[src/rtl/if_stage.sv]
//------------------------------------------------------------------------------
// if_stage: RV32I instruction-fetch stage with PC, IF/ID register and redirects
// Revision: 1.0
//------------------------------------------------------------------------------
`default_nettype none

module if_stage #(
  parameter logic [31:0] RESET_PC  = 32'h0000_0000,
  parameter logic [31:0] NOP_INSTR = 32'h0000_0013
) (
  input  logic        clk,
  input  logic        rst,
  input  logic        stall,
  input  logic        flush,
  input  logic        redirect_valid,
  input  logic [31:0] redirect_target,
  output logic [31:0] imem_addr,
  input  logic [31:0] imem_instr,
  output logic [31:0] ifid_instr,
  output logic [31:0] ifid_pc,
  output logic [31:0] ifid_pc_plus4,
  output logic        ifid_valid,
  output logic        misalign_fault,
  output logic [31:0] fetch_count
);

  localparam logic [31:0] PC_STEP = 32'd4;

  logic [31:0] pc;
  logic [31:0] pc_plus4;
  logic        unused_target_lsb;

  assign pc_plus4  = pc + PC_STEP;
  assign imem_addr = pc;

  // JALR already clears bit 0, so it carries no information here.
  assign unused_target_lsb = redirect_target[0];

  always_ff @(posedge clk) begin
    if (rst) begin
      pc             <= {RESET_PC[31:2], 2'b00};
      ifid_instr     <= NOP_INSTR;
      ifid_pc        <= 32'h0000_0000;
      ifid_pc_plus4  <= 32'h0000_0000;
      ifid_valid     <= 1'b0;
      misalign_fault <= 1'b0;
      fetch_count    <= 32'h0000_0000;
    end else if (redirect_valid) begin
      // Redirect beats stall: the stalled instruction is on a dead path.
      pc             <= {redirect_target[31:2], 2'b00};
      ifid_instr     <= NOP_INSTR;
      ifid_valid     <= 1'b0;
      misalign_fault <= redirect_target[1];
    end else begin
      misalign_fault <= 1'b0;
      if (!stall) begin
        pc <= pc_plus4;
        if (flush) begin
          ifid_instr <= NOP_INSTR;
          ifid_valid <= 1'b0;
        end else begin
          ifid_instr    <= imem_instr;
          ifid_pc       <= pc;
          ifid_pc_plus4 <= pc_plus4;
          ifid_valid    <= 1'b1;
          fetch_count   <= fetch_count + 32'd1;
        end
      end
    end
  end

endmodule

`default_nettype wire
[config.mk]
export PLATFORM = sky130hd
export DESIGN_NAME = if_stage
export DESIGN_NICKNAME = d
export VERILOG_FILES = /design/src/rtl/if_stage.sv
export SDC_FILE = /design/constraint.sdc
export NUM_CORES = 1
export LEC_CHECK = 0
export CORE_MARGIN = 3
export CORE_UTILIZATION = 50
export DETAILED_ROUTE_END_ITERATION = 10
export GPL_TIMING_DRIVEN = 0
export PLACE_DENSITY = 0.91
export SETUP_SLACK_MARGIN = 0.2
export SLEW_MARGIN = 15
export SYNTH_ARGS = -nofsm -noshare
export SYNTH_HDL_FRONTEND = slang
export SYNTH_SLANG_ARGS = --single-unit
[constraint.sdc]
create_clock -name clk -period 5.1 [get_ports clk]
set_input_delay 0.51 -clock clk [delete_from_list [all_inputs] [get_ports clk]]
set_output_delay 0.51 -clock clk [all_outputs]
set_load 0.02 [all_outputs]
==> results.md <==
* Setup-violating endpoint count in the final report at 0
* Std-Cell Rows at 42
* Post-DRT Antenna Nets at 0
* # diodes at 0
* Via count at 6950
* First-pass GRT wire length at 34200 um
* RR Startpoint: imem_addr[3]
* Initial antenna violation count at 0
* Crit path launch type: input port
* Critical Path AT at 2770 ps
* Setup Buffers After CTS at 0
* Synth Warn # at 0
* Number of global-route vias before repair at 6751
* Synth Flop Type: dfxtp_1
* Hold Crit Class: flop to flop
* Gate power share at 12.0%
* Synth Area in Compound Gates at 13.7%
* Crit Path Category: input port to flop
* Pwr Density at 306 nW/um^2
* #FFs+latches synth at 156
* CTS HTree Levels at 4
* Die Wd at 123 um
* Mean post-synth cell area at 8.42 um^2
* FMAX at 402 MHz
* DIE AREA at 15200 um^2
* Internal at 2.32 mW
* Hold path startpoint: ifid_pc[11]
* Largest family of logic cells by synthesized area: simple AND/OR/NAND/NOR gates
* Setup TNS at 0 ps
* Async set or reset register ratio after synthesis at 0%
* CTS Hold Buffers Added at 0
* Mux cell area share after synthesis at 0.726%
* Slew headroom at 49.0%
* Max-cap violation count at 0
* Synth cell types at 50
* R2r endpoint: imem_addr[26]
* GR Util All Layers at 29.0%
* Clock buffer depth at 2
* Cells after Synth at 818
* Crit path time final at 2490 ps
* Drt initial violations at 667
* R2R Setup Slk at 2750 ps
* Layout cells sized above 1 at 6.79%
* Outcome: completed
* CP endpoint kind: flop
* Fin. Hold Viols at 0
* Worst Hold End: ifid_pc[11]
* Total Power at 3.05 mW
* Switching pwr at 0.736 mW
* Post-synth EDFFs at 0
* Total iterations of the first detailed-routing run at 5
* Final Skew at 5.60 ps
* WL per Instance at 17.8 um
* Seq pwr share at 42.4%
* Synth area leader: dfxtp_1
* Seq/Total Area, Yosys at 45.3%
* RSZ-0062 raised after global routing: false
* Nets at 1133
* DRC at 0
* Num CTS Buffers at 17
* Clock Sinks at 156
* Synth Area in XOR/XNOR at 9.66%
* Detailed Route WL at 22300 um
* Worst path required time at 5380 ps
* # resized after CTS at 0
* Crit share post-route at 48.8%
* Reg2Reg Depth at 6
* Pleak at 3.50 nW
* Synth Area in Simple Gates at 24.4%
* Area grow syn2layout at 45.0%
* PortBufs at 220
* CP Max Fanout at 10
* Routability Congestion at 0.896
* Core area at 13300 um^2
* # IOs at 231
* Largest net degree at the start of global routing at 17
* Worst skew pair latency at 420 ps
* Maximum VDD drop at 0.000206 V
* Final HPWL DP at 16000 um
* Clock Pin Slew Worst Setup and Hold Paths at 60 ps
* Synth top area share at 45.3%
* Filler instances at 974
* Total gr overflow at 0
* Root buffer cell: clkbuf_16
* Clk network pwr share at 45.6%
* Die height at 123 um
* Syn Std Cell Area at 6890 um^2
* Hold path depth at 2
* Worst-margin pin slew at 759 ps
* CTS tree: yes
* Top cells by area, synth: dfxtp_1 45%, nor2_1 6.2%, xnor2_1 6.0%, nand2_1 5.6%, a21oi_1 4.4%
* Vias per inst at 5.56
* Switch share at 24.1%
* Adder-cell share of the synthesized area at 0.363%
* Final Max Tran Viols at 0
* Initial Util at 51.6%
## cell usage in the layout (no fill, tap or decap), types with 6 or more instances in the layout
master | netlist | final
clkdlybuf4s50_1 | 0 | 220
dfxtp_1 | 156 | 156
nor2_1 | 113 | 113
nand2_1 | 103 | 103
a21oi_1 | 60 | 60
clkbuf_1 | 48 | 50
xnor2_1 | 47 | 47
xor2_1 | 29 | 29
a22oi_1 | 28 | 28
a211oi_1 | 23 | 23
inv_1 | 20 | 20
nor3_1 | 21 | 20
nand4_1 | 19 | 19
clkbuf_16 | 0 | 17
nand3_1 | 15 | 15
o21a_1 | 14 | 14
buf_2 | 11 | 11
nor4_1 | 10 | 10
o22ai_1 | 8 | 8
and4_1 | 8 | 8
o21ai_0 | 8 | 8
and3_1 | 7 | 7
buf_4 | 7 | 7
and2_1 | 6 | 6
or3_1 | 6 | 6
conb_1 | 1 | 6
## metal layers
metal | routed length, um | vias to the layer above | global-route usage (%) | share of wire (%)
li1 | - | 3269 | - | -
met1 | 8750 | 3265 | 34.7 | 39
met2 | 10600 | 345 | 46.9 | 48
met3 | 2060 | 71 | 8.14 | 9.3
met4 | 884 | 0 | 16.2 | 4.0
met5 | 0 | - | 0 | 0
## cell families (layout without fill, tap and decap cells)
logic type                 after synthesis  after routing
other                                    1              6
buffers and inverters                   93            345
xor gates and xnor gates                76             76
AOI/OAI and AO/OA                      148            148
adders and majority gates                2              2
and+or+nand+nor                        337            337
muxes                                    5              5
DFF                                    156            156
## critical path, cell delays in order
cell             delay (ps)
clkdlybuf4s50_1         640
nor3_2                  680
clkbuf_1                490
buf_2                   330
a211oi_1                110
## synth_stat cells, types with 2 or more instances
cell,number
nand2_1,103
o21a_1,14
clkbuf_2,2
inv_1,20
a311oi_1,2
and3_1,7
or2_2,3
and4bb_2,2
nand4_4,2
and2_1,6
nor2_1,113
a211oi_2,2
nand4_2,2
nor3_1,21
o22ai_1,8
mux2i_1,5
xor2_1,29
buf_1,4
xnor2_1,47
clkbuf_1,48
or3_1,6
nor3_2,2
and4_1,8
o21ai_0,8
a211oi_1,23
nor4_2,4
nor4_1,10
buf_4,7
a22oi_1,28
ha_1,2
nand4_1,19
buf_2,11
nand3_1,15
nor2b_1,5
a21oi_1,60
dfxtp_1,156
## area by class of cell
class,instances,area (um^2),area share [%]
tap,176,220,2.21
sequential,156,3120,31.3
timing repair buffer,220,2200,22.1
buffer,72,313,3.13
clock buffer,21,460,4.61
multi-input combinational,574,3400,34.0
clock inverter,11,190,1.90
inverter,21,78.8,0.789
## power by group through the flow
stage | logic [mW] | clock network, mW | registers [mW]
2_1_floorplan | 0.142 | 0 | 1.36
3_3_place_gp | 0.357 | 0 | 1.32
3_5_place_dp | 0.361 | 0 | 1.32
4_1_cts | 0.364 | 1.40 | 1.29
5_1_grt | 0.392 | 1.45 | 1.30
6_report | 0.367 | 1.39 | 1.30
## registers in the layout, summed over array words and instances (netlist names)
name	cells
fetch_count	32
ifid_instr	32
ifid_pc	30
ifid_pc_plus4	30
ifid_valid	1
imem_addr	30
misalign_fault	1
## how the worst max path moves through the flow
stage	from	end	slack, ps
floorplan	redirect_valid	fetch_count[31]	3120
global placement	flush	ifid_pc_plus4[29]	1840
detailed placement	flush	ifid_pc_plus4[21]	1830
CTS	flush	ifid_pc_plus4[21]	2270
global route	flush	ifid_pc_plus4[21]	2520
finish	flush	ifid_pc_plus4[21]	2610
## stage by stage
stage	util [%]	hold slack [ps]	cell area (um^2)	worst slack [ps]	std cells
floorplan	-	534	6910	3120	823
global placement	69.9	441	9330	1840	1219
detailed placement	69.9	447	9330	1830	1219
CTS	74.8	455	9980	2270	1251
global route	74.8	468	9990	2520	1251
finish	74.8	452	9990	2610	1251
Power figures use the tool's default switching activity.
